==> src/rtl/ticket_vendor_multi.sv <==
// Multi-destination ticket vendor: coin credit, price table, ticket and change handshakes.
// Ports: clk/reset_n; coin_valid/value -> coin_ack/reject pulses; sel_valid/dest/qty -> sel_error;
//        cancel; cfg_we/addr/price; ticket_valid/ready/dest; change_valid/ready/amount;
//        credit, state, tickets_sold status.
module ticket_vendor_multi #(
   parameter int NUM_DEST   = 4,
   parameter int DEST_W     = 2,
   parameter int CREDIT_W   = 10,
   parameter int COIN_W     = 4,
   parameter int MAX_QTY    = 3,
   parameter int PRICE_STEP = 50,
   parameter int TIMEOUT    = 1000
) (
   input  logic                clk,
   input  logic                reset_n,
   input  logic                coin_valid,
   input  logic [COIN_W-1:0]   coin_value,
   output logic                coin_ack,
   output logic                coin_reject,
   input  logic                sel_valid,
   input  logic [DEST_W-1:0]   sel_dest,
   input  logic [1:0]          sel_qty,
   output logic                sel_error,
   input  logic                cancel,
   input  logic                cfg_we,
   input  logic [DEST_W-1:0]   cfg_addr,
   input  logic [CREDIT_W-1:0] cfg_price,
   output logic                ticket_valid,
   input  logic                ticket_ready,
   output logic [DEST_W-1:0]   ticket_dest,
   output logic                change_valid,
   input  logic                change_ready,
   output logic [CREDIT_W-1:0] change_amount,
   output logic [CREDIT_W-1:0] credit,
   output logic [1:0]          state,
   output logic [15:0]         tickets_sold
);

   typedef enum logic [1:0] {
      IDLE     = 2'd0,
      COLLECT  = 2'd1,
      DISPENSE = 2'd2,
      CHANGE   = 2'd3
   } state_t;

   localparam int TMR_W  = $clog2(TIMEOUT + 1);
   localparam int COST_W = CREDIT_W + 2;

   state_t              cur, nxt;
   logic [CREDIT_W-1:0] price [NUM_DEST];
   logic [CREDIT_W-1:0] credit_q, credit_d;
   logic                sel_set_q, sel_set_d;
   logic [DEST_W-1:0]   dest_q, dest_d;
   logic [1:0]          qty_q, qty_d;
   logic [1:0]          rem_q, rem_d;
   logic [15:0]         sold_q, sold_d;
   logic [TMR_W-1:0]    timer_q, timer_d;
   logic                ack_q, rej_q, err_q;
   logic                ack_d, rej_d, err_d;

   logic                open;
   logic [CREDIT_W:0]   sum;
   logic [CREDIT_W:0]   base;
   logic [COST_W-1:0]   cost;
   logic [COST_W-1:0]   left;
   logic                coin_fit, coin_ok;
   logic                in_range, sel_ok;
   logic                timeout_hit, abort, buy;

   assign open     = (cur == IDLE) || (cur == COLLECT);
   assign sum      = {1'b0, credit_q}
                   + {{(CREDIT_W + 1 - COIN_W){1'b0}}, coin_value};
   assign coin_fit = coin_valid && open && (sum <= {1'b0, {CREDIT_W{1'b1}}});
   assign in_range = ({{(32 - DEST_W){1'b0}}, sel_dest} < NUM_DEST)
                   && (sel_qty != 2'd0)
                   && ({30'd0, sel_qty} <= MAX_QTY);
   assign sel_ok   = sel_valid && open && in_range;

   // Inactivity only counts when neither a coin nor a selection shows up.
   assign timeout_hit = (cur == COLLECT) && (timer_q >= TMR_W'(TIMEOUT))
                      && !coin_fit && !sel_ok;
   assign abort   = (cur == COLLECT) && (cancel || timeout_hit);
   assign coin_ok = coin_fit && !abort;

   assign cost = COST_W'(price[dest_q]) * COST_W'(qty_q);
   assign buy  = (cur == COLLECT) && sel_set_q && !abort
               && ({2'b00, credit_q} >= cost);

   // A coin arriving on the purchase cycle is folded into the remaining credit.
   assign base = coin_ok ? sum : {1'b0, credit_q};
   assign left = {1'b0, base} - cost;

   always_comb begin
      nxt       = cur;
      credit_d  = credit_q;
      sel_set_d = sel_set_q;
      dest_d    = dest_q;
      qty_d     = qty_q;
      rem_d     = rem_q;
      sold_d    = sold_q;
      timer_d   = timer_q;
      ack_d     = coin_ok;
      rej_d     = coin_valid && !coin_ok;
      err_d     = sel_valid && open && !in_range;
      unique case (cur)
         IDLE: begin
            if (coin_ok) credit_d = sum[CREDIT_W-1:0];
            if (sel_ok) begin
               sel_set_d = 1'b1;
               dest_d    = sel_dest;
               qty_d     = sel_qty;
            end
            if (coin_ok || sel_ok) begin
               nxt     = COLLECT;
               timer_d = '0;
            end
         end
         COLLECT: begin
            if (abort) begin
               sel_set_d = 1'b0;
               timer_d   = '0;
               nxt       = (credit_q != '0) ? CHANGE : IDLE;
            end else if (buy) begin
               credit_d  = left[CREDIT_W-1:0];
               sel_set_d = 1'b0;
               rem_d     = qty_q;
               timer_d   = '0;
               nxt       = DISPENSE;
            end else begin
               if (coin_ok) credit_d = sum[CREDIT_W-1:0];
               if (sel_ok) begin
                  sel_set_d = 1'b1;
                  dest_d    = sel_dest;
                  qty_d     = sel_qty;
               end
               if (coin_ok || sel_ok)
                  timer_d = '0;
               else if (timer_q < TMR_W'(TIMEOUT))
                  timer_d = timer_q + TMR_W'(1);
            end
         end
         DISPENSE: begin
            if (ticket_ready) begin
               rem_d  = rem_q - 2'd1;
               sold_d = sold_q + 16'd1;
               if (rem_q == 2'd1)
                  nxt = (credit_q != '0) ? CHANGE : IDLE;
            end
         end
         CHANGE: begin
            if (change_ready) begin
               credit_d  = '0;
               sel_set_d = 1'b0;
               nxt       = IDLE;
            end
         end
         default: nxt = IDLE;
      endcase
   end

   always_ff @(posedge clk or negedge reset_n) begin
      if (!reset_n) begin
         cur       <= IDLE;
         credit_q  <= '0;
         sel_set_q <= 1'b0;
         dest_q    <= '0;
         qty_q     <= '0;
         rem_q     <= '0;
         sold_q    <= '0;
         timer_q   <= '0;
         ack_q     <= 1'b0;
         rej_q     <= 1'b0;
         err_q     <= 1'b0;
      end else begin
         cur       <= nxt;
         credit_q  <= credit_d;
         sel_set_q <= sel_set_d;
         dest_q    <= dest_d;
         qty_q     <= qty_d;
         rem_q     <= rem_d;
         sold_q    <= sold_d;
         timer_q   <= timer_d;
         ack_q     <= ack_d;
         rej_q     <= rej_d;
         err_q     <= err_d;
      end
   end

   always_ff @(posedge clk or negedge reset_n) begin
      if (!reset_n) begin
         for (int i = 0; i < NUM_DEST; i++)
            price[i] <= CREDIT_W'(PRICE_STEP * (i + 1));
      end else if (cfg_we && ({{(32 - DEST_W){1'b0}}, cfg_addr} < NUM_DEST)) begin
         price[cfg_addr] <= cfg_price;
      end
   end

   assign coin_ack      = ack_q;
   assign coin_reject   = rej_q;
   assign sel_error     = err_q;
   assign ticket_valid  = (cur == DISPENSE);
   assign ticket_dest   = dest_q;
   assign change_valid  = (cur == CHANGE);
   assign change_amount = (cur == CHANGE) ? credit_q : '0;
   assign credit        = credit_q;
   assign state         = cur;
   assign tickets_sold  = sold_q;

endmodule

==> config.mk <==
export PLATFORM = sky130hd
export DESIGN_NAME = ticket_vendor_multi
export DESIGN_NICKNAME = d
export VERILOG_FILES = /design/src/rtl/ticket_vendor_multi.sv
export SDC_FILE = /design/constraint.sdc
export NUM_CORES = 1
export LEC_CHECK = 0
export ABC_AREA = 1
export ABC_CLOCK_PERIOD_IN_PS = 4900
export BUFFER_PORTS_ARGS = -buffer_cell sky130_fd_sc_hd__clkbuf_2
export CAP_MARGIN = 40
export CORE_ASPECT_RATIO = 2
export CORE_UTILIZATION = 47
export DETAILED_ROUTE_END_ITERATION = 8
export GPL_TIMING_DRIVEN = 0
export HOLD_SLACK_MARGIN = 0.08
export PLACE_DENSITY = 0.67
export SLEW_MARGIN = 20
export SYNTH_ARGS = -nofsm -noshare
export SYNTH_HDL_FRONTEND = slang
export SYNTH_SLANG_ARGS = --single-unit
==> constraint.sdc <==
create_clock -name clk -period 4.9 [get_ports clk]
set_clock_uncertainty 0.1 [all_clocks]
set_input_delay 0.245 -clock clk [delete_from_list [all_inputs] [get_ports clk]]
set_output_delay 0.245 -clock clk [all_outputs]
set_load 0.01 [all_outputs]
==> summary.md <==
| Metric | Value |
|---|---|
| Status | `finished clean` |
| Insertion delay to the later sink of the worst-skew pair | `around 0.34 ns` |
| Die height | `~160 um` |
| Clock sink count | `88` |
| Die ar. | `between 10000 and 15000 um^2` |
| Initial Util | `between 40% and 50%` |
| Max-slew violation count | `0` |
| Count leader, synth | `nand2_1` |
| Post-synth EDFFs | `0` |
| Reg2reg start | `ticket_dest[1]$_DFFE_PN0P_` |
| Share of post-route cells with drive strength above 1 | `15.6%` |
| First-pass DRT Iterations | `4` |
| Slew @ Worst Pin | `about 0.73 ns` |
| Initial DRC count | `roughly 210` |
| PD cells | `about 660 nW/um^2` |
| Final Hold Viols | `0` |
| Total Wirelength | `between 10000 and 15000 um` |
| Max Root-Sink Buffers | `2` |
| Async SR Flop Fraction | `100%` |
| Core area | `12200 um^2` |
| Total GRT Usage | `23.8%` |
| FF+latch count, synth | `between 80 and 90` |
| Kind of critical path | `flop to flop` |
| Post-synth top area share | `a little under a third` |
| Final setup vio count | `0` |
| Layout Utilization | `roughly 56%` |
| Register area share after synthesis | `37.4%` |
| IO Count | `between 70 and 80` |
| Mapped Area | `between 5000 and 6000 um^2` |
| Fin crit share | `90.3%` |
| Synth Instances | `roughly 800` |
| Largest delay contributor family on the critical path | `compound AO/OA/AOI/OAI gates` |
| DP HPWL | `between 10000 and 15000 um` |
| Synth area leaders | `dfrtp_1 32%, nand2_1 13%, ha_1 7.6%, inv_1 6.7%, dfstp_2 5.8%` |
| Distinct cells, synth | `44` |
| NetSw | `approximately 0.0022 W` |
| # rows | `between 50 and 60` |
| Area Overhead vs Synth | `15.9%` |
| Critical Path RT | `between 5 and 6 ns` |
| Worst R2R Path Depth | `19` |
| Most common cell on crit path | `nand2_1` |
| Seq pwr share | `24.1%` |
| Hold Worst Slack | `about 0.09 ns` |
| Combinational power share | `between 60% and 70%` |
| Max-cap violation count | `0` |
| Initial antenna violation count | `0` |
| Worst EP arrival | `4.60 ns` |
| Routed vias | `5360` |
| Fillers | `between 1000 and 1500` |
| Post-route ant nets | `0` |
| Synth top cells by count | `203 x nand2_1, 106 x inv_1, 79 x nor2_1, 75 x dfrtp_1, 63 x o21ai_0` |
| Crit-path max cell delay | `0.43 ns` |
| Yosys top cell by area | `dfrtp_1` |
| Clock Power Share | `between 10% and 20%` |
| DR WL/cell | `around 14 um` |
| Hold Path Class | `input pin to flop` |
| LEAKAGE | `between 3 and 4 nW` |
| Synthesized area per cell | `about 7.4 um^2` |
| WHS Path Cells | `3` |
| CP startpoint kind | `flop` |
| FF-to-FF End | `credit[5]$_DFFE_PN0P_` |
| Setup TNS | `0 ns` |
| Warnings from Yosys | `0` |
| Worst VDD drop | `~0.29 mV` |
| Die W | `81.4 um` |
| Drc violations | `0` |
| P_int | `approximately 0.0023 W` |
| RSZ-0062 raised after global routing | `no` |
| WP buf/inv | `4` |
| Crit-path max FO | `10` |
| Critical Path Slowest Stage Cell | `fa_1` |
| H-Tree Depth | `3` |
| Worst setup EP type | `flop` |
| Placed cell area | `~6500 um^2` |
| Rel. slew slack | `between 50% and 60%` |
| CTS tree | `built` |
| F_max | `between 0.2 and 0.25 GHz` |
| Cts bufs inserted | `9` |
| Min Tclk post-route | `4.43 ns` |
| Hold Startpoint | `cfg_price[7]` |
| Root buffer cell | `clkbuf_16` |
| Maximum number of pins on one net before global-route repair | `89` |
| Net Sw Frac | `49.2%` |
| Vias in the first global route | `approximately 5300` |
| Count of port buffers added during placement | `72` |
| Total grt overflow | `0` |
| Gpl congestion | `between 0.8 and 0.9` |
| Post-Layout Inst Area | `6870 um^2` |
| Hold Path End | `price[7]$_DFFE_PN1P_` |
| Total setup buffers inserted after CTS | `0` |
| First-pass GRT wire length | `24000 um` |
| Fin nets | `between 900 and 1000` |
| Prevailing post-synth register cell | `dfrtp_1` |
| Diodes inserted | `0` |
| CP startpoint | `ticket_dest[1]$_DFFE_PN0P_` |
| CTS clock-pin slew for the worst setup and hold paths | `about 0.07 ns` |
| Ordered list of cells on the worst path | `clkinv_1, clkbuf_1, a32o_1, nor2_1, ha_1, inv_1, fa_1, o21ai_0, xnor2_1, ha_1, a21oi_1, o31a_1, nand2_1, nand2_1, nand2_1, nand2_2, buf_2, nand3_1, a21oi_1` |
| Vias per cell | `between 5 and 6` |
| FF-to-FF setup slack | `roughly 0.47 ns` |
| Syn Nets | `around 870` |
-- power groups by stage --
stage          sequential (W)  combinational (W)  clock [W]
5_1_grt               0.00111            0.00318   0.000701
4_1_cts               0.00109            0.00279   0.000667
6_report              0.00109            0.00277   0.000655
3_5_place_dp          0.00110            0.00276          0
2_1_floorplan         0.00109            0.00207          0
3_3_place_gp          0.00110            0.00272          0
-- logic make-up (layout without fill, tap and decap cells) --
group / count (synthesis) / in the layout / share of synthesized area (%)
adders and majority gates: 39 / 39 / 8.61
AOI/OAI and AO/OA: 121 / 121 / 11.6
xor gates and xnor gates: 38 / 38 / 5.74
muxes: 2 / 2 / 0.359
buffers and inverters: 138 / 236 / 9.04
DFF: 88 / 88 / 37.4
and+or+nand+nor: 372 / 372 / 27.2
-- registers in the layout, summed over array words and instances, names as in the netlist --
signal / flops
coin_ack: 1
ticket_dest: 2
credit: 10
qty_q: 2
sel_set_q: 1
timer_q: 10
rem_q: 2
price: 40
state: 2
tickets_sold: 16
coin_reject: 1
sel_error: 1
-- tightest hold or removal path, cell delays in order --
cell	delay, ns
clkbuf_2	0.08
inv_1	0.10
o21ai_0	0.10
-- placed cells by master, fill, tap and decap left out, types with 2 or more instances in the layout --
| cell | n |
|---|---|
| nand2_1 | 203 |
| inv_1 | 106 |
| nor2_1 | 79 |
| dfrtp_1 | 75 |
| clkbuf_2 | 73 |
| o21ai_0 | 63 |
| nand3_1 | 54 |
| a21oi_1 | 38 |
| ha_1 | 36 |
| xor2_1 | 28 |
| clkbuf_1 | 13 |
| dfstp_2 | 13 |
| dlygate4sd3_1 | 11 |
| a32o_1 | 9 |
| xnor2_1 | 9 |
| nor3_1 | 9 |
| clkbuf_16 | 9 |
| inv_2 | 7 |
| buf_2 | 5 |
| nand4_1 | 5 |
| nand3_2 | 4 |
| buf_4 | 3 |
| nor2_4 | 3 |
| or2_2 | 3 |
| nand2_2 | 3 |
| nor4_1 | 3 |
| fa_1 | 3 |
| clkinv_1 | 2 |
| o21bai_1 | 2 |
| a21boi_0 | 2 |
| inv_6 | 2 |
-- cell type report --
class	count	area (um^2)	share of cell area, %
multi-input combinational	572	3170	46.2
inverter	115	432	6.29
tap	147	184	2.68
clock buffer	10	229	3.33
sequential	88	2220	32.3
timing repair buffer	83	479	6.98
buffer	22	103	1.49
clock inverter	6	50.0	0.729
-- routing by layer --
layer,vias up,track usage (%),part of all wire (%)
met5,-,0,0
met4,0,9.82,2.8
met3,26,3.41,2.7
met2,99,46.3,57
met1,2496,23.6,37
li1,2739,-,-
-- what timing repair did --
action / in CTS / in global routing
hold buffers: 11 / 0
endpoints found under the setup margin: 0 / 20
resized for setup: 0 / 3
hold endpoints to repair: 86 / 0
-- worst max path at each step --
stage / endpoint / slack, ns / cells after the start
global route: ticket_dest[0]$_DFFE_PN0P_ / 0.14 / 20
detailed placement: credit[0]$_DFFE_PN0P_ / 0.17 / 20
floorplan: credit[3]$_DFFE_PN0P_ / 1.08 / 22
global placement: credit[2]$_DFFE_PN0P_ / 0.17 / 20
finish: credit[5]$_DFFE_PN0P_ / 0.47 / 19
CTS: credit[0]$_DFFE_PN0P_ / 0.15 / 20
-- metrics by stage --
| step | cells | worst slack, ns | total power [W] |
|---|---|---|---|
| 2_1_floorplan | 798 | 1.08 | 0.00316 |
| 3_3_place_gp | 1017 | 0.169 | 0.00381 |
| 3_5_place_dp | 1017 | 0.169 | 0.00386 |
| 4_1_cts | 1044 | 0.149 | 0.00454 |
| 5_1_grt | 1043 | 0.139 | 0.00500 |
| 6_report | 1043 | 0.474 | 0.00451 |
(Power assumes the default switching activity.)
